--- src/rtl/data_mem_rmw_ctrl.sv ---
// Data-memory access controller: sequences loads, read-modify-write sub-word
// stores and direct word stores against a synchronous SRAM.
// Optional misalignment trap: define DATA_MEM_MISALIGN_TRAP_EN.
module data_mem_rmw_ctrl #(
  parameter int unsigned ADDR_W = 32
) (
  input  logic              clk,
  input  logic              rst_n,
  input  logic              cpu_memread,
  input  logic              cpu_memwrite,
  input  logic [ADDR_W-1:0] cpu_addr,
  input  logic [31:0]       cpu_wdata,
  input  logic [3:0]        cpu_sign_mask,
  output logic [31:0]       cpu_rdata,
  output logic              cpu_ack,
  output logic              cpu_busy,
  output logic              cpu_fault,
  output logic [ADDR_W-3:0] mem_addr,
  output logic              mem_rd_en,
  output logic              mem_wr_en,
  output logic [31:0]       mem_wdata,
  input  logic [31:0]       mem_rdata,
  output logic [1:0]        mux_addr_lsb,
  output logic [31:0]       mux_word_buf,
  output logic [31:0]       mux_write_data,
  output logic [3:0]        mux_sign_mask,
  input  logic [31:0]       mux_read_buf,
  input  logic [31:0]       mux_replacement_word
);

  typedef enum logic [2:0] {
    IDLE,
    RD,
    CAP,
    WR,
    ACK
  } state_e;

  state_e              state_q, state_d;
  logic [ADDR_W-1:0]   addr_q, addr_d;
  logic [31:0]         wdata_q, wdata_d;
  logic [3:0]          mask_q, mask_d;
  logic                store_q, store_d;
  logic                fault_q, fault_d;
  logic [31:0]         word_q, word_d;
  logic [31:0]         rdata_q, rdata_d;

  logic                req;
  logic                req_is_word;
  logic                misalign;
  logic                load_done;

  assign req         = cpu_memread | cpu_memwrite;
  assign req_is_word = (cpu_sign_mask[2:1] == 2'b11);

`ifdef DATA_MEM_MISALIGN_TRAP_EN
  always_comb begin
    misalign = 1'b0;
    if (cpu_sign_mask[2:1] == 2'b01 && cpu_addr[0])
      misalign = 1'b1;
    if (req_is_word && cpu_addr[1:0] != 2'b00)
      misalign = 1'b1;
  end
`else
  assign misalign = 1'b0;
`endif

  // A load completing in ACK: the lane mux result is live this cycle.
  assign load_done = (state_q == ACK) && !store_q && !fault_q;

  always_comb begin
    state_d = state_q;
    addr_d  = addr_q;
    wdata_d = wdata_q;
    mask_d  = mask_q;
    store_d = store_q;
    fault_d = fault_q;
    word_d  = word_q;
    rdata_d = rdata_q;
    unique case (state_q)
      IDLE: begin
        if (req) begin
          addr_d  = cpu_addr;
          wdata_d = cpu_wdata;
          mask_d  = cpu_sign_mask;
          store_d = cpu_memwrite;
          fault_d = misalign;
          if (misalign)
            state_d = ACK;
          else if (cpu_memwrite && req_is_word)
            state_d = WR;
          else
            state_d = RD;
        end
      end
      RD:  state_d = CAP;
      CAP: begin
        word_d  = mem_rdata;
        state_d = store_q ? WR : ACK;
      end
      WR:  state_d = ACK;
      ACK: begin
        if (load_done)
          rdata_d = mux_read_buf;
        state_d = IDLE;
      end
      default: state_d = IDLE;
    endcase
  end

  always_ff @(posedge clk or negedge rst_n) begin
    if (!rst_n) begin
      state_q <= IDLE;
      addr_q  <= '0;
      wdata_q <= '0;
      mask_q  <= '0;
      store_q <= 1'b0;
      fault_q <= 1'b0;
      word_q  <= '0;
      rdata_q <= '0;
    end else begin
      state_q <= state_d;
      addr_q  <= addr_d;
      wdata_q <= wdata_d;
      mask_q  <= mask_d;
      store_q <= store_d;
      fault_q <= fault_d;
      word_q  <= word_d;
      rdata_q <= rdata_d;
    end
  end

  always_comb begin
    cpu_busy  = (state_q != IDLE);
    cpu_ack   = (state_q == ACK);
    cpu_fault = (state_q == ACK) && fault_q;
    mem_rd_en = (state_q == RD);
    mem_wr_en = (state_q == WR);
    mem_wdata = '0;
    if (state_q == WR)
      mem_wdata = (mask_q[2:1] == 2'b11) ? wdata_q : mux_replacement_word;
    // The word register only settles at the CAP->ACK edge, so the load result
    // is forwarded from the mux during ACK and held in rdata_q afterwards.
    cpu_rdata = load_done ? mux_read_buf : rdata_q;
  end

  assign mem_addr       = addr_q[ADDR_W-1:2];
  assign mux_addr_lsb   = addr_q[1:0];
  assign mux_word_buf   = word_q;
  assign mux_write_data = wdata_q;
  assign mux_sign_mask  = mask_q;

  a_rd_wr_exclusive: assert property (@(posedge clk) disable iff (!rst_n)
    !(mem_rd_en && mem_wr_en));
  a_ack_only_busy: assert property (@(posedge clk) disable iff (!rst_n)
    cpu_ack |-> cpu_busy);

endmodule
--- config.mk ---
export PLATFORM = sky130hd
export DESIGN_NAME = data_mem_rmw_ctrl
export DESIGN_NICKNAME = d
export VERILOG_FILES = /design/src/rtl/data_mem_rmw_ctrl.sv
export SDC_FILE = /design/constraint.sdc
export NUM_CORES = 1
export LEC_CHECK = 0
export CORE_AREA = 4 4 130 132
export CTS_CLUSTER_DIAMETER = 120
export DETAILED_ROUTE_END_ITERATION = 8
export DIE_AREA = 0 0 134 136
export GPL_TIMING_DRIVEN = 1
export HOLD_SLACK_MARGIN = 0.12
export PLACE_DENSITY = 0.81
export SYNTH_ARGS = -nofsm -noshare
export SYNTH_HDL_FRONTEND = slang
export SYNTH_SLANG_ARGS = --single-unit
--- constraint.sdc ---
create_clock -name clk -period 2.69 [get_ports clk]
set_input_delay 0.538 -clock clk [delete_from_list [all_inputs] [get_ports clk]]
set_output_delay 0.538 -clock clk [all_outputs]
set_load 0.02 [all_outputs]
# Yosys cells after proc, flatten, opt, wreduce, memory -nomap -nowiden
# Index checks and enable logic that the tools add are counted.
# word_totals
register_bits,136
output_inout_bits,169
elab_cells,28
# classes
eq_ne,7
mux,7
bitwise_logic,1
reduce_logical,6
# ops
cell,n
32-bit two-way mux,3
3-bit case mux with 4 select lines,1
3-bit by 2-bit equality test with 1-bit output (second input constant),2
3-bit two-way mux,2
2-bit equality test (second input constant),2
3-bit by 1-bit equality test with 1-bit output (second input constant),1
3-bit equality test (second input constant),1
3-bit zero test,1
3-bit nonzero test,1
1-bit logical AND,2
2-bit two-way mux,1
2-bit != test (second input constant),1
2-bit AND reduction,1
1-bit zero test,1
1-bit bitwise OR,1

# Longest topological paths before layout
# Gate-level depths: netlist (run 1).
# logic_depth
word_depth,5
mapped_depth,7

# Worst setup path before layout (run 1)
# OpenSTA, ideal clock, no wires.
# synth_path
kind,reg-to-output
start,register state_q[1]
end,output cpu_rdata[0]
t_arrival_ns,1.747
t_required_ns,2.152
path_slack_ns,0.405
path_stages_with_launch,7
path_buffers,3
cell_sequence,dfrtp_1 -> buf_6 -> nor3b_2 -> and2b_1 -> buf_6 -> buf_12 -> mux2_2
# synth_between
elab_chain_cells,3
# synth_lines
element,line_no,source
from (decl),39,"state_e state_q, state_d;"
from (signal assigned),122,state_q <= state_d;
3-bit equality test,-,
named net cpu_ack,15,"output logic cpu_ack,"
1-bit logical AND,69,assign load_done = (state_q == ACK) && !store_q && !fault_q;
32-bit two-way mux,-,
to (decl),14,"output logic [31:0] cpu_rdata,"
# The timed path passes the listed nets, and every way through them passes these cells.

# Final worst setup path (run 1)
# layout_path
start,register state_q[0]
end,output mem_wr_en
# layout_between
elab_chain_cells,1
# layout_lines
element,line_no,source
3-bit by 2-bit equality test with 1-bit output,138,mem_wr_en = (state_q == WR);
to (decl),20,"output logic mem_wr_en,"
# Every way passes these cells.

==> run metrics, run 1 <==
final core occ=64.9%; routed via count=roughly 4800; dpl hpwl=14000 um; Clock Latency Late Sink=410 ps; sequential fraction of the synthesis area=55.6%; Syn Inst Count=447; Power Density=about 1300 nW/um2; Reg clk slew, reported paths=60 ps; H-tree depth=4; clock root buffer=clkbuf_16; Peak VDD IR=~930 uV; core area=15700 um2; worst-case clock buffer depth=2; CP arrival=2040 ps; status=completed; ANT nets after route=0; Warnings, synthesis=0; initial antenna violation count=0; HP Class=flop to flop; cell area after synthesis=about 6100 um2; Via density=4.72; area grow syn2layout=66.8%; # DRC=0; Netlist cell types=27; DRT iter0 DRCs=120; IO Port Bufs=approximately 340; Die W=about 130 um; Max Slew Vio Count=0; TritonRoute pass-1 iters=5; ys async rst share=100%; period utilisation layout=a little over nine tenths; Starting Density=between 30% and 40%; Fin. Hold Viols=0; first-pass GRT wire length=between 20000 and 30000 um; largest net degree at the start of global routing=53; Placement Rows=46; grt total ovfl=0; kind of critical path=flop to primary output; gr usage total=about a fifth; critical path endpoint category=primary output; WL final=18700 um; Req. time, crit path=between 2000 and 2500 ps; total CTS buffers=17; Layout Skew=between 7 and 8 ps; syn_nets=~620; synthesized flop and latch total=~140; CTS tree=done; top_reg_cell synth=dfrtp_1; CP max FO=33; die height=roughly 140 um; total negative setup slack=0 ps; Avg Cell Area, Syn=approximately 14 um2; antenna fix cells=0; Post-synth EDFFs=0; clk sinks=roughly 140; cell type with the highest aggregate area in the netlist=dfrtp_1; Max Cap Viol=0; share of layout cells above drive strength 1=31.9%; Setup-failing EPs final=0; number of global-route vias before repair=between 5000 and 6000; DIE AREA=18200 um2; Startpoint Class=flop; synth top area cells=dfrtp_1, mux2_2, nand2_1, a21oi_1, buf_12; RD Place Congestion=a little over 0.8; # IOs=approximately 340; Fmax=between 300 and 400 MHz; share of the synthesized area in the top cell type=a little under three fifths; WL/cell=around 18 um; min Tclk post-route=2570 ps; Leak=between 4 and 5 nW; final net count=between 900 and 1000; setup repair after global routing missed its margin=false
-- flip-flops by register name (all words and copies together) (netlist names) --
register and count:
addr_q 32, mux_word_buf 32, rdata_q 32, mux_sign_mask 4, state_q 3, store_q 1, mux_write_data 32
-- worst paths after layout --
path	from	end	slack, ps	depth (start not counted)
max in group asynchronous	rst_n	rdata_q[29]$_DFFE_PN0P_	1400	3
worst min register to register	addr_q[4]$_DFFE_PN0P_	addr_q[4]$_DFFE_PN0P_	510	1
worst max register to register	state_q[0]$_DFFE_PN0P_	mux_write_data[15]$_DFFE_PN0P_	680	6
worst max-delay path	state_q[0]$_DFFE_PN0P_	mem_wr_en	120	6
worst min-delay path	addr_q[4]$_DFFE_PN0P_	addr_q[4]$_DFFE_PN0P_	510	1
min in group asynchronous	rst_n	addr_q[4]$_DFFE_PN0P_	590	2
-- metal layers --
metal | vias to the layer above | GRT usage [%] | share of wire (%)
li1 | 2239 | - | -
met3 | 34 | 9.44 | 9.6
met1 | 2362 | 20.1 | 35
met2 | 207 | 36.8 | 53
met5 | - | 0 | 0
met4 | 0 | 6.57 | 2.5
-- cell usage after synthesis (2+ instances only) --
cell type  instances
a21oi_1           32
buf_12             7
buf_2              4
buf_4              6
buf_6              3
clkbuf_1          10
dfrtp_1          136
inv_1              2
mux2_2           155
mux2_4             9
nand2_1           66
nand2b_1           2
-- cell type report --
| cell class | count | area [um2] |
|---|---|---|
| Fill cell | 1224 | 5510 |
| Clock inverter | 13 | 148 |
| Sequential cell | 136 | 3400 |
| Clock buffer | 18 | 429 |
| Multi-Input combinational cell | 278 | 2420 |
| Tap cell | 216 | 270 |
| Inverter | 2 | 7.51 |
| Timing Repair Buffer | 362 | 3520 |
-- worst max-delay path: stages, from the launching register on --
cell and delay, ps:
dfrtp_1 380, buf_4 130, buf_4 150, nand3b_1 90, buf_6 260, inv_1 70
clkdlybuf4s50_1 540
-- logic make-up after synthesis --
| logic type | synth area share (%) |
|---|---|
| compound gates | 3.27 |
| buf+inv | 4.89 |
| simple gates | 5.40 |
| other cells | 0.0613 |
| flops | 55.6 |
| mux | 30.7 |
-- placed cells by master (no fill, tap or decap), types with 2 or more instances in the layout --
master and n:
dlygate4sd2_1 15, clkbuf_16 17, bufinv_16 2, buf_12 3, buf_6 5, clkinv_2 2, buf_16 2, clkdlybuf4s50_1 269
dfrtp_1 136, clkinvlp_4 3, a21oi_1 32, dlymetal6s2s_1 18, buf_4 18, inv_1 2, mux2_4 9, nand2_1 66
mux2_2 155, clkinv_4 3, clkbuf_2 21, inv_6 2, buf_2 10, nand2b_1 2
-- metrics by stage --
stage | power (mW) | std cells | hold slack [ps] | setup WS [ps] | instance area (um2)
5_1_grt | 13.6 | 1025 | 519 | 10.5 | 10200
3_5_place_dp | 10.9 | 982 | 463 | 205 | 9610
4_1_cts | 13.1 | 1025 | 508 | 0.147 | 10300
3_3_place_gp | 10.7 | 982 | 450 | 280 | 9610
2_1_floorplan | 7.69 | 447 | 242 | 405 | 6120
6_report | 12.9 | 1025 | 505 | 116 | 10200
-- power breakdown --
| part | switching, mW | internal, mW |
|---|---|---|
| sequential | 0.652 | 3.11 |
| clock | 0.892 | 1.37 |
| combinational | 3.30 | 3.55 |
| total | 4.84 | 8.03 |
-- what timing repair did --
action | in CTS | in global routing
gates resized for setup | 77 | 70
gates cloned | 2 | 0
pin swaps | 1 | 0
hold buffers | 1 | 0
buffers inserted | 9 | 0
endpoints found under the setup margin | 48 | 48
endpoints found under the hold margin | 32 | 0
Note: power is estimated with default switching activity, not from simulation.
==> inputs of run 2 (changes only) <==
--- a/config.mk
+++ b/config.mk
@@ -6,4 +6,5 @@
 export NUM_CORES = 1
 export LEC_CHECK = 0
+export CAP_MARGIN = 20
 export CORE_AREA = 4 4 130 132
 export CTS_CLUSTER_DIAMETER = 120
==> constraint.sdc (replaced) <==
create_clock -name clk -period 2.69 [get_ports clk]
set_input_delay 0.269 -clock clk [delete_from_list [all_inputs] [get_ports clk]]
set_output_delay 0.269 -clock clk [all_outputs]
set_load 0.02 [all_outputs]
==> run 2 against run 1 <==
Global-route usage down 0.58 points; routed wire length down 3.5%; core utilization down 0.16 points; sequential power up 1%; first-iteration DRC count up 57%; register-to-register slack better by 110 ps; design area down 0.25%; critical path depth down 1; largest cell class unchanged; sequential cell count unchanged; clock power up 4%.
==> run metrics, run 2 (synthesis results as in run 1) <==
status=completed; commonest non-fill, non-tap cell in the layout=clkdlybuf4s50_1; share of layout cells above drive strength 1=a little over a quarter; HP Class=input pin to async pin; setup repair after global routing missed its margin=false; Worst Tran Pin Value=~550 ps; core area=between 15000 and 20000 um2; Metal-1 WL=about 6200 um; kind of critical path=flop to primary output; area grow syn2layout=66.4%; CP arrival=between 2000 and 2500 ps; period utilisation layout=95.1%; number of global-route vias before repair=~5400; largest net degree at the start of global routing=between 60 and 70; TritonRoute pass-1 iters=4; metal3 WL=roughly 1600 um; Startpoint Class=flop; Clock Latency Late Sink=just over 400 ps; Reg clk slew, reported paths=approximately 60 ps; WL final=around 18000 um; Layout Skew=around 9 ps; # IOs=337; met2 routed wirelength=about 9700 um; die height=136 um; relative slew slack=~63%; clk sinks=136; Max Cap Viol=0; routed via count=slightly below 5000; CP max FO=32; DIE AREA=18200 um2; # DRC=0; Req. time, crit path=between 2000 and 2500 ps; Fmax=391 MHz; gr usage total=slightly below 20%; CTS tree=done; clock root buffer=clkbuf_16; RD Place Congestion=approximately 0.85; fin cells=1011; Max Slew Vio Count=0; ANT nets after route=0; Power Density=1270 nW/um2; final net count=950; total power=between 10 and 15 mW; Critical Path Slowest Stage Cell=dfrtp_1; grt total ovfl=0; setup bufs post-CTS=0; final core occ=around two thirds; initial antenna violation count=0; DRT iter0 DRCs=roughly 190; min Tclk post-route=~2600 ps; WHS=401 ps; IO Port Bufs=~340; crit-path cells=nor3b_2 -> and2b_2 -> buf_12 -> mux2_2 -> dlygate4sd2_1; Placement Rows=46; total negative setup slack=0 ps; Peak VDD IR=between 700 and 800 uV; Via density=roughly 4.8; crit-path leading delay family=buffers and inverters; Starting Density=between 30% and 40%; Leak=approximately 4.2 nW; Critical path buffers and inverters=2; worst-case clock buffer depth=2; cell total after placement=around 980; Fin. Hold Viols=0; critical path endpoint category=primary output; Setup-failing EPs final=0; Crit path largest cell delay=roughly 460 ps; antenna fix cells=0; first-pass GRT wire length=27900 um; Die W=roughly 130 um; dpl hpwl=between 10000 and 15000 um; Top Metal Used=met4; H-tree depth=4; commonest non-fill, non-tap cells in the layout=clkdlybuf4s50_1, mux2_2, dfrtp_1; total CTS buffers=17; WL/cell=17.9 um
-- run 2: cell types whose count changed in the layout (fill, tap and decap cells not counted), sizes merged --
| cell | delta |
|---|---|
| bufinv | +1 |
| clkinvlp | +1 |
| clkdlybuf4s50 | +33 |
| dlymetal6s2s | -18 |
| bufbuf | +1 |
| inv | +1 |
| clkinv | -3 |
| dlygate4sd2 | +17 |
| clkbuf | -20 |
| buf | -27 |
-- run 2: per-stage QoR --
step / setup slack, ps / cell area (um2)
CTS: 97.9 / 10200
floorplan: 674 / 6120
global placement: 354 / 9570
detailed placement: 255 / 9570
finish: 133 / 10200
global route: 39.0 / 10200
-- run 2: worst paths after layout --
check | slack, ps | start | cells after the start | to
worst min register to register | 500 | rdata_q[21]$_DFFE_PN0P_ | 1 | rdata_q[21]$_DFFE_PN0P_
worst max register to register | 790 | state_q[0]$_DFFE_PN0P_ | 4 | mux_write_data[2]$_DFFE_PN0P_
max in group asynchronous | 1560 | rst_n | 3 | rdata_q[31]$_DFFE_PN0P_
worst max-delay path | 130 | state_q[2]$_DFFE_PN0P_ | 5 | cpu_rdata[24]
min in group clk | 470 | mem_rdata[2] | 2 | mux_word_buf[2]$_DFFE_PN0N_
worst min-delay path | 400 | rst_n | 2 | addr_q[2]$_DFFE_PN0P_
-- run 2: timing repair --
action	CTS	global route
hold endpoints to repair	60	0
resized for setup	33	0
hold buffers	1	0
setup endpoints to repair	32	0
-- run 2: layout make-up --
cell class,count,area [um2]
well taps,216,270
repair buffers,347,3470
clock inverters,13,169
clock buffers,19,433
flip-flops and latches,136,3400
fillers,1181,5540
inverters,2,7.51
multi-input cells,278,2420
-- run 2: layer usage --
metal / vias to the layer above / GRT usage (%)
met1: 2361 / 19.7
li1: 2229 / -
met5: - / 0
met2: 206 / 35.7
met4: 0 / 8.40
met3: 32 / 7.70
-- run 2: worst register-to-register path, delay by kind of cell, from the launching register on --
kind | cells | cell delay [ps]
buffers and inverters | 1 | 270
DFF | 1 | 470
and+or+nand+nor | 1 | 270
AOI/OAI and AO/OA | 1 | 350
muxes | 1 | 410
-- run 2: where the power goes --
part           leakage, nW  internal (mW)  switching, mW
clock network        0.281           1.47          0.884
logic                 2.35           3.57           3.21
registers             1.61           3.11          0.687
total                 4.24           8.15           4.78
